===== config.mk =====
export PLATFORM = sky130hd
export DESIGN_NAME = uart_tx_buffer
export DESIGN_NICKNAME = d
export VERILOG_FILES = /design/src/rtl/uart_pkg.sv /design/src/rtl/uart_tx_fifo_mem.sv /design/src/rtl/uart_tx_buffer.sv
export SDC_FILE = /design/constraint.sdc
export NUM_CORES = 1
export LEC_CHECK = 0
export ABC_AREA = 1
export BUFFER_PORTS_ARGS = -buffer_cell sky130_fd_sc_hd__buf_2
export CAP_MARGIN = 10
export CELL_PAD_IN_SITES_DETAIL_PLACEMENT = 0
export CELL_PAD_IN_SITES_GLOBAL_PLACEMENT = 2
export CORE_ASPECT_RATIO = 0.9
export CORE_MARGIN = 2
export CORE_UTILIZATION = 25
export DETAILED_ROUTE_END_ITERATION = 8
export PLACE_DENSITY = 0.65
export SYNTH_ARGS = -nofsm -noshare
export SYNTH_HDL_FRONTEND = slang
export SYNTH_SLANG_ARGS = --single-unit

===== constraint.sdc =====
create_clock -name CLK -period 5.1 [get_ports CLK]
set_clock_uncertainty 0.1 [all_clocks]
set_input_delay 0.51 -clock CLK [delete_from_list [all_inputs] [get_ports CLK]]
set_output_delay 0.51 -clock CLK [all_outputs]
set_load 0.01 [all_outputs]

===== src/rtl/uart_pkg.sv =====
// Shared types and default sizes for the UART transmit buffer.
package uart_pkg;

    typedef enum logic [1:0] {
        IDLE,
        ISSUE,
        WAIT_BUSY,
        WAIT_DONE
    } e_buf_states;

    localparam int UART_DATA_WIDTH = 8;
    localparam int UART_BUF_DEPTH  = 8;

endpackage


===== src/rtl/uart_tx_fifo_mem.sv =====
// Byte FIFO for the UART transmit buffer: an input capture stage, storage, and registered occupancy.
// FULL counts the write still in the capture stage, so an accepted byte always has a free slot.
module uart_tx_fifo_mem
    import uart_pkg::*;
#(
    parameter int DATA_WIDTH = UART_DATA_WIDTH,
    parameter int DEPTH      = UART_BUF_DEPTH
) (
    input  logic                     clk,
    input  logic                     rst,
    input  logic [DATA_WIDTH-1:0]    wr_data,
    input  logic                     wr_en,
    input  logic                     rd_en,
    output logic [DATA_WIDTH-1:0]    rd_data,
    output logic [$clog2(DEPTH):0]   count,
    output logic                     full,
    output logic                     empty
);

    localparam int AW = $clog2(DEPTH);
    localparam int CW = AW + 1;

    logic [DATA_WIDTH-1:0] mem [DEPTH];
    logic [AW-1:0]         wr_ptr;
    logic [AW-1:0]         rd_ptr;
    logic                  wr_vld_p0;
    logic [DATA_WIDTH-1:0] wr_data_p0;
    logic                  wr_acc;
    logic                  pop;
    logic [CW-1:0]         count_nxt;

    assign wr_acc  = wr_en && !full;
    assign pop     = rd_en && !empty;
    assign rd_data = mem[rd_ptr];

    always_comb begin
        count_nxt = count;
        if (wr_vld_p0 && !pop) begin
            count_nxt = count + CW'(1);
        end else if (!wr_vld_p0 && pop) begin
            count_nxt = count - CW'(1);
        end
    end

    // Stage p0: capture the accepted write
    always_ff @(posedge clk) begin
        wr_data_p0 <= wr_data;
        if (rst) begin
            wr_vld_p0 <= 1'b0;
        end else begin
            wr_vld_p0 <= wr_acc;
        end
    end

    // Stage p1: commit to storage and update occupancy
    always_ff @(posedge clk) begin
        if (wr_vld_p0 && !rst) begin
            mem[wr_ptr] <= wr_data_p0;
        end
    end

    always_ff @(posedge clk) begin
        if (rst) begin
            wr_ptr <= '0;
            rd_ptr <= '0;
            count  <= '0;
            full   <= 1'b0;
            empty  <= 1'b1;
        end else begin
            if (wr_vld_p0) begin
                wr_ptr <= wr_ptr + AW'(1);
            end
            if (pop) begin
                rd_ptr <= rd_ptr + AW'(1);
            end
            count <= count_nxt;
            empty <= (count_nxt == '0);
            full  <= ((count_nxt + CW'(wr_acc)) == CW'(DEPTH));
        end
    end

endmodule


===== src/rtl/uart_tx_buffer.sv =====
// Feeds the UART transmitter one byte per frame from a small FIFO.
// Define UART_TX_BUF_OVERFLOW_EN to add the sticky OVERFLOW and TIMEOUT_ERR outputs.
module uart_tx_buffer
    import uart_pkg::*;
#(
    parameter int DATA_WIDTH   = UART_DATA_WIDTH,
    parameter int DEPTH        = UART_BUF_DEPTH,
    parameter int BUSY_TIMEOUT = 4
) (
    input  logic                     CLK,
    input  logic                     RST,
    input  logic [DATA_WIDTH-1:0]    WR_DATA,
    input  logic                     WR_EN,
    output logic                     FULL,
    output logic                     EMPTY,
    output logic [$clog2(DEPTH):0]   COUNT,
    input  logic                     BUSY,
    output logic [DATA_WIDTH-1:0]    P_DATA,
    output logic                     DATA_VALID
`ifdef UART_TX_BUF_OVERFLOW_EN
    ,
    output logic                     OVERFLOW,
    output logic                     TIMEOUT_ERR
`endif
);

    localparam int TW = $clog2(BUSY_TIMEOUT + 1);

    e_buf_states           state;
    e_buf_states           state_nxt;
    logic [TW-1:0]         tmo_cnt;
    logic [TW-1:0]         tmo_nxt;
    logic                  pop;
    logic [DATA_WIDTH-1:0] head;
`ifdef UART_TX_BUF_OVERFLOW_EN
    logic                  tmo_fire;
`endif

    uart_tx_fifo_mem #(
        .DATA_WIDTH(DATA_WIDTH),
        .DEPTH     (DEPTH)
    ) u_fifo (
        .clk    (CLK),
        .rst    (RST),
        .wr_data(WR_DATA),
        .wr_en  (WR_EN),
        .rd_en  (pop),
        .rd_data(head),
        .count  (COUNT),
        .full   (FULL),
        .empty  (EMPTY)
    );

    always_comb begin
        state_nxt  = state;
        tmo_nxt    = tmo_cnt;
        pop        = 1'b0;
        DATA_VALID = 1'b0;
`ifdef UART_TX_BUF_OVERFLOW_EN
        tmo_fire   = 1'b0;
`endif
        case (state)
            IDLE: begin
                if (!EMPTY && !BUSY) begin
                    state_nxt = ISSUE;
                    pop       = 1'b1;
                end
            end
            ISSUE: begin
                DATA_VALID = 1'b1;
                tmo_nxt    = '0;
                state_nxt  = WAIT_BUSY;
            end
            WAIT_BUSY: begin
                if (BUSY) begin
                    state_nxt = WAIT_DONE;
                    tmo_nxt   = '0;
                end else if ((tmo_cnt + TW'(1)) == TW'(BUSY_TIMEOUT)) begin
                    // Transmitter never took the byte; it is dropped.
                    state_nxt = IDLE;
                    tmo_nxt   = '0;
`ifdef UART_TX_BUF_OVERFLOW_EN
                    tmo_fire  = 1'b1;
`endif
                end else begin
                    tmo_nxt = tmo_cnt + TW'(1);
                end
            end
            WAIT_DONE: begin
                if (!BUSY) begin
                    state_nxt = IDLE;
                end
            end
            default: state_nxt = IDLE;
        endcase
    end

    always_ff @(posedge CLK) begin
        if (RST) begin
            state   <= IDLE;
            tmo_cnt <= '0;
            P_DATA  <= '0;
        end else begin
            state   <= state_nxt;
            tmo_cnt <= tmo_nxt;
            if (pop) begin
                P_DATA <= head;
            end
        end
    end

`ifdef UART_TX_BUF_OVERFLOW_EN
    always_ff @(posedge CLK) begin
        if (RST) begin
            OVERFLOW    <= 1'b0;
            TIMEOUT_ERR <= 1'b0;
        end else begin
            if (WR_EN && FULL) begin
                OVERFLOW <= 1'b1;
            end
            if (tmo_fire) begin
                TIMEOUT_ERR <= 1'b1;
            end
        end
    end
`endif

endmodule


==> metrics, run 1 <==
Ys Warns=0; end-of-flow core utilization=approximately 29%; metal2 WL=roughly 4.4 mm; Multi-input gate area=1264 sq um; status=finished, final reports clean; WL final=just over 9 mm; Slew headroom=a little over a third; Final Wtd Congestion=approximately 0.72; Die W=138.2 microns; Synth area leader=edfxtp_1; Die H=around 120 microns; reg2reg end=u_fifo.full; WP data required=about 5.3 ns; ANT cells=0; grt ovf=0; final net count=428; Slowest Stage Delay on Critical Path=roughly 0.38 ns; Crit. Startpoint=state[0]; detailed-route DRC error count=0; via count=approximately 2.7k; Syn Std Cell Area=~4000 sq um; metal3 WL=around 340 microns; worst setup margin=around 2.6 ns; Detailed Routing Iterations Pass 1=5; Final Max Slew Viols=0; RSZ-0062 raised after global routing=false; Critical Path Start Type=flip-flop; routed len/inst=around 15 microns; P&R area growth vs syn=15.01%; # Post-CTS Setup Buffers=0; Slew @ Worst Pin=0.9554 ns; clk root buf=clkbuf_16; Setup-failing EPs final=0; stages on the worst setup path=12; WS Path Type=reg -> reg; setup TNS=0 ns; cell area power density=around 430 nW/um^2; period utilization=around 49%; Ports=27; CTS tree=done; time the worst path needs with I/O delays and setup=~2.5 ns; Core Area=16020 sq um; top cells by area, synth=edfxtp_1 (47%), dfxtp_1 (17%), nor2_1 (5.9%); share of layout cells above drive strength 1=about an eighth; number of gates resized after CTS=0; Leak=1.707 nW; DP Wirelength=5.848 mm; critical path's top delay family=simple AND/OR/NAND/NOR gates; VDD IR max=~0.19 mV; Die ar.=between 15000 and 20000 sq um; reg2reg start=state[0]; slowest CP cell=dfxtp_1; max cap viols=0; Post-synth top cells=edfxtp_1 (64), nor2_1 (64), nand2_1 (41); cts bufs inserted=9; Synth Instances=379; crit path buf inv count=2; CTS H-tree depth=3; Reg clk slew, reported paths=around 0.07 ns; CP max FO=19; vias per inst=4.372; Worst Hold Depth=1; Hold Violations, Final=0; synthesized area per cell=approximately 11 sq um; crit path DAT=about 2.7 ns; flip-flop and latch area=approximately 2600 sq um; Yosys top cell area share=47.44%; Synth async-reset ratio=0%; Yosys cell types=30; Total Power=between 2 and 2.5 mW; first-pass GRT wire length=14.49 mm; sequential share of the synthesized area=64.24%; PortBufs=26; Reg2Reg Depth=12; Antenna Violating Nets Remaining=0; Top cell by count, worst path=ha_1; synthesized flop and latch total=98; gr usage total=11.03%; Post-Place Cells=around 600; Design Area, Final=4659 sq um; f_max=approximately 400 MHz; synthesized net count=between 400 and 500; area of placed instances=4368 sq um; Place WS=2.610 ns; initial antenna violation count=0; Top FF cell, synth=edfxtp_1; crit end category=flip-flop; CTS max path bufs=2; pin count of the biggest net entering global routing=35; row cnt=44; Finished Layout Cells=between 600 and 700; crit path to=u_fifo.full; later-pin clock latency in the skew report=around 0.34 ns; worst hold slack=about 0.17 ns; Metal-1 WL=~4.5 mm; vias in the first global route=2603; top routing layer used=met4; register-to-register setup slack=roughly 2.6 ns; initial cell density of the core=between 20% and 30%; HP Class=in -> reg; Layout fillers=~1.7k; CTS Hold Bufs=0; Initial DRC Count=121; CTS sink count=98; EDFF count, synth=between 60 and 70; critical-path cell list=inv_1 > ha_1 > nand2_4 > nand2_4 > nand2_1 > xor2_2 > inv_1 > ha_1 > ha_1 > nor3_1 > nand3_1 > nor2_2
worst register-to-register path: cells and delay by family, from the launching register on:
kind	cells	cell delay (ns)
XOR/XNOR	1	0.18
AND/OR/NAND/NOR	6	0.81
buffers and inverters	2	0.17
adder cells (fa/ha/maj)	3	0.79
flip-flops	1	0.38
state kept, by name, summed over array words and instances (netlist names):
| signal | flops |
|---|---|
| u_fifo.count | 4 |
| P_DATA | 8 |
| state | 2 |
| u_fifo.rd_ptr | 3 |
| u_fifo.full | 1 |
| tmo_cnt | 3 |
| u_fifo.wr_data_p0 | 8 |
| u_fifo.wr_vld_p0 | 1 |
| u_fifo.mem | 64 |
| u_fifo.wr_ptr | 3 |
| u_fifo.empty | 1 |
metal layers:
layer / track usage, % / vias to the layer above
met4: 2.881 / 0
met2: 17.79 / 45
met3: 3.191 / 6
met5: 0 / -
li1: - / 1350
met1: 14.56 / 1288
report_power, final:
group          total (mW)  switching, mW  leakage [nW]  internal [mW]
Combinational       0.459          0.296         0.719          0.164
Clock               0.611          0.272         0.131          0.339
Sequential          0.936         0.0475         0.856          0.889
Total                2.01          0.615          1.71           1.39
worst min-delay path by stage:
stage	start	endpoint	slack (ns)
2_1_floorplan	tmo_cnt[2]	tmo_cnt[2]	0.36
3_3_place_gp	tmo_cnt[2]	tmo_cnt[2]	0.36
3_5_place_dp	u_fifo.full	u_fifo.wr_vld_p0	0.35
4_1_cts	WR_DATA[0]	u_fifo.wr_data_p0[0]	0.15
5_1_grt	WR_DATA[4]	u_fifo.wr_data_p0[4]	0.15
6_report	WR_DATA[0]	u_fifo.wr_data_p0[0]	0.17
area by class of cell:
class                   count  area share [%]
inverters                  28           2.256
clock inverters             4          0.3759
well taps                 207           5.559
multi-input cells         238           27.12
clock buffers              12           5.290
repair buffers             28           3.545
flip-flops and latches     98           55.85
kinds of logic (layout without fill, tap and decap cells):
logic type / count (synthesis) / count (layout) / synth area share, %
simple gates: 146 / 146 / 15.75
xor+xnor: 4 / 4 / 1.050
fa+ha+maj: 13 / 13 / 4.015
buf+inv: 43 / 72 / 4.571
compound gates: 75 / 75 / 10.38
flops: 98 / 98 / 64.24
placed cells by master, fill, tap and decap left out:
master,n
o21ai_0,33
buf_2,26
nand3_2,1
clkbuf_8,1
xor2_1,2
a21oi_1,17
xnor2_1,1
buf_4,1
o211ai_1,16
inv_1,21
dfxtp_1,34
nor2_2,2
ha_1,13
nor2_1,64
nor2_4,1
clkbuf_16,9
o21a_1,1
clkinv_2,2
nand2_1,41
nand3_1,22
nand2_4,2
o21ai_1,7
nand3b_1,3
edfxtp_1,64
inv_2,3
a22oi_1,1
buf_16,1
clkbuf_1,2
nand2_2,3
xor2_2,1
nor3_1,6
nand4_1,1
clkinv_1,6
Note: power is estimated with default switching activity, not from simulation.
==> inputs of run 2 (changes only) <==
ABC_AREA = 0   (was 1)
PLACE_DENSITY = 0.63   (was 0.65)
clock period = 2.1 ns   (was 5.1 ns; I/O delays follow)
==> run 2 against run 1 <==
Net effect:
- the run now ends with negative setup slack left
- sequential cell count did not move
- final cell count is 15% lower
- combinational power grew to 3.3 times the previous value
- clock power rose to 2.6 times the previous value
- design area increased by 6.7%
- utilization is 3.3 points higher
- sequential power grew 140%
- synthesized cell count decreased by 34%
- fmax grew 17%
==> metrics, run 2 <==
WL final=7.402 mm; P&R area growth vs syn=27.37%; slowest CP cell=dfxtp_2; Layout fillers=1499; critical-path cell list=inv_2 > ha_4 > nor3b_4 > xnor2_2 > ha_2 > buf_4 > ha_2 > inv_2 > o31a_1 > nor4_2; Synth area leader=edfxtp_1; first-pass GRT wire length=approximately 12 mm; CTS sink count=between 90 and 100; Synth Area in XOR/XNOR=around 2.4%; grt ovf=0; later-pin clock latency in the skew report=~0.34 ns; Die W=135.7 microns; synthesized flop and latch total=between 90 and 100; WP data required=2.25 ns; row cnt=43; Synth Instances=approximately 250; crit end category=flip-flop; Detailed Routing Iterations Pass 1=4; failing checks=negative setup slack; critical path's top delay family=adder cells; ANT cells=0; Ys Warns=0; Final Max Slew Viols=0; f_max=469.3 MHz; Ports=27; combinational power share=28.5%; crit path buf inv count=3; Post-Synth Adder-Cell Area=under 10%; clk root buf=clkbuf_16; Core Area=between 15000 and 20000 sq um; Setup-failing EPs final=1; Yosys top cell area share=49.23%; sw power=~1.5 mW; crit path DAT=2.28 ns; gr usage total=9.787%; Slew headroom=slightly above 60%; top cells by area, synth=edfxtp_1 (49%), dfxtp_1 (17%), mux4_2 (9.2%); Leak=approximately 1.8 nW; Slew @ Worst Pin=~0.59 ns; CP max FO=3; most common cell in the netlist=edfxtp_1; Post-synth top cells=edfxtp_1 (64), dfxtp_1 (34), nor2_1 (31); pin count of the biggest net entering global routing=20; Die ar.=about 17000 sq um; sequential share of power=42.4%; Sw Share=28.26%; CTS H-tree depth=3; multiplexer share of the synthesized area=roughly an eighth; detailed-route DRC error count=0; via count=between 2k and 2.5k; commonest non-fill, non-tap cell in the layout=edfxtp_1; period utilization=101.5%; VDD IR max=0.3329 mV; P_int=~3.9 mW; CTS tree=done; Critical Path Start Type=flip-flop; vias per inst=4.112; Slowest Stage Delay on Critical Path=approximately 0.32 ns; Syn Std Cell Area=3904 sq um; area of placed instances=roughly 4500 sq um; Top FF cell, synth=edfxtp_1; EDFF count, synth=64; status=complete, but fails checks; PortBufs=26; Die H=122.5 microns; max reg flops=64; vias in the first global route=~2.2k; Clk pwr share=between 20% and 30%; largest family of logic cells by synthesized area=multiplexers; Hold Violations, Final=0; Reg clk slew, reported paths=roughly 0.070 ns; worst hold slack=~0.15 ns; biggest regs=u_fifo.mem (64), P_DATA (8), u_fifo.wr_data_p0 (8); post-synthesis simple-gate area fraction=7.596%; initial antenna violation count=0; synthesized area per cell=~16 sq um; final net count=between 300 and 400; CTS max path bufs=2; routed len/inst=between 10 and 15 microns; Antenna Violating Nets Remaining=0; DP Wirelength=~4.9 mm; Final Wtd Congestion=0.6665; HP Class=in -> reg; max cap viols=0; Total Power=about 5.4 mW; synthesized net count=276; cts bufs inserted=9; Yosys cell types=35; sequential share of the synthesized area=around two thirds; worst setup margin=-0.03077 ns; Design Area, Final=4972 sq um; largest register by flop count=u_fifo.mem; compound-cell area share of the yosys netlist=4.103%; share of layout cells above drive strength 1=35.29%; most frequent cells in the layout=edfxtp_1 (64), dfxtp_1 (33), buf_4 (32); initial cell density of the core=approximately a quarter; Initial DRC Count=between 60 and 70; WS Path Type=reg -> reg; time the worst path needs with I/O delays and setup=2.131 ns; cell area power density=1082 nW/um^2; Synth async-reset ratio=0%; RSZ-0062 raised after global routing=true
-- run 2: power by group through the flow --
stage / Combinational, mW / Sequential (mW) / Clock [mW]
global placement: 1.33 / 2.31 / 0
CTS: 1.48 / 2.28 / 1.63
global route: 1.71 / 2.30 / 1.70
finish: 1.53 / 2.28 / 1.56
floorplan: 0.807 / 2.35 / 0
detailed placement: 1.35 / 2.32 / 0
-- run 2: layout make-up --
cell class                      count  area [sq um]  area share [%]
Tap cell                          202         252.7           5.083
Clock inverter                      6         48.80          0.9814
Clock buffer                       10         239.0           4.806
Multi-Input combinational cell    134          1328           26.70
Inverter                            8         30.03          0.6039
Sequential cell                    98          2604           52.37
Timing Repair Buffer               67         470.5           9.461
-- run 2: cell families (layout without fill, tap and decap cells) --
family,Yosys count,after routing
muxes,30,30
adders and majority gates,13,13
xor gates and xnor gates,10,10
DFF,98,98
and+or+nand+nor,59,59
AOI/OAI and AO/OA,22,22
buffers and inverters,19,91
-- run 2: metrics by stage --
stage | setup WS (ns) | std cells | setup TNS (ns) | utilization [%]
floorplan | -0.05727 | 251 | -0.05727 | -
global placement | -0.03650 | 497 | -0.03650 | 29.29
detailed placement | -0.1159 | 497 | -0.1159 | 29.29
CTS | -0.07282 | 525 | -0.07282 | 32.11
global route | -0.1498 | 525 | -0.1507 | 32.43
finish | -0.03077 | 525 | -0.03077 | 32.43
-- run 2: timing repair --
action | in CTS | in global routing
endpoints found under the setup margin | 1 | 3
pin swaps | 2 | 1
hold buffers | 8 | 0
buffers inserted | 4 | 0
hold endpoints to repair | 8 | 0
gates resized for setup | 7 | 11
-- run 2: worst paths after layout --
kind | slack (ns) | to | from | cells after the start
hold reg to reg | 0.40 | P_DATA[3] | P_DATA[3] | 2
setup reg to reg | -0.03 | u_fifo.full | state[1] | 10
hold / removal | 0.15 | u_fifo.rd_ptr[1] | RST | 2
setup / recovery | -0.03 | u_fifo.full | state[1] | 10
-- run 2: layer usage --
| metal | track usage, % | part of all wire (%) | vias to the layer above |
|---|---|---|---|
| met4 | 3.711 | 1.4 | 0 |
| met3 | 2.685 | 2.1 | 6 |
| met2 | 15.47 | 47 | 19 |
| li1 | - | - | 1082 |
| met5 | 0 | 0 | - |
| met1 | 12.88 | 49 | 1052 |
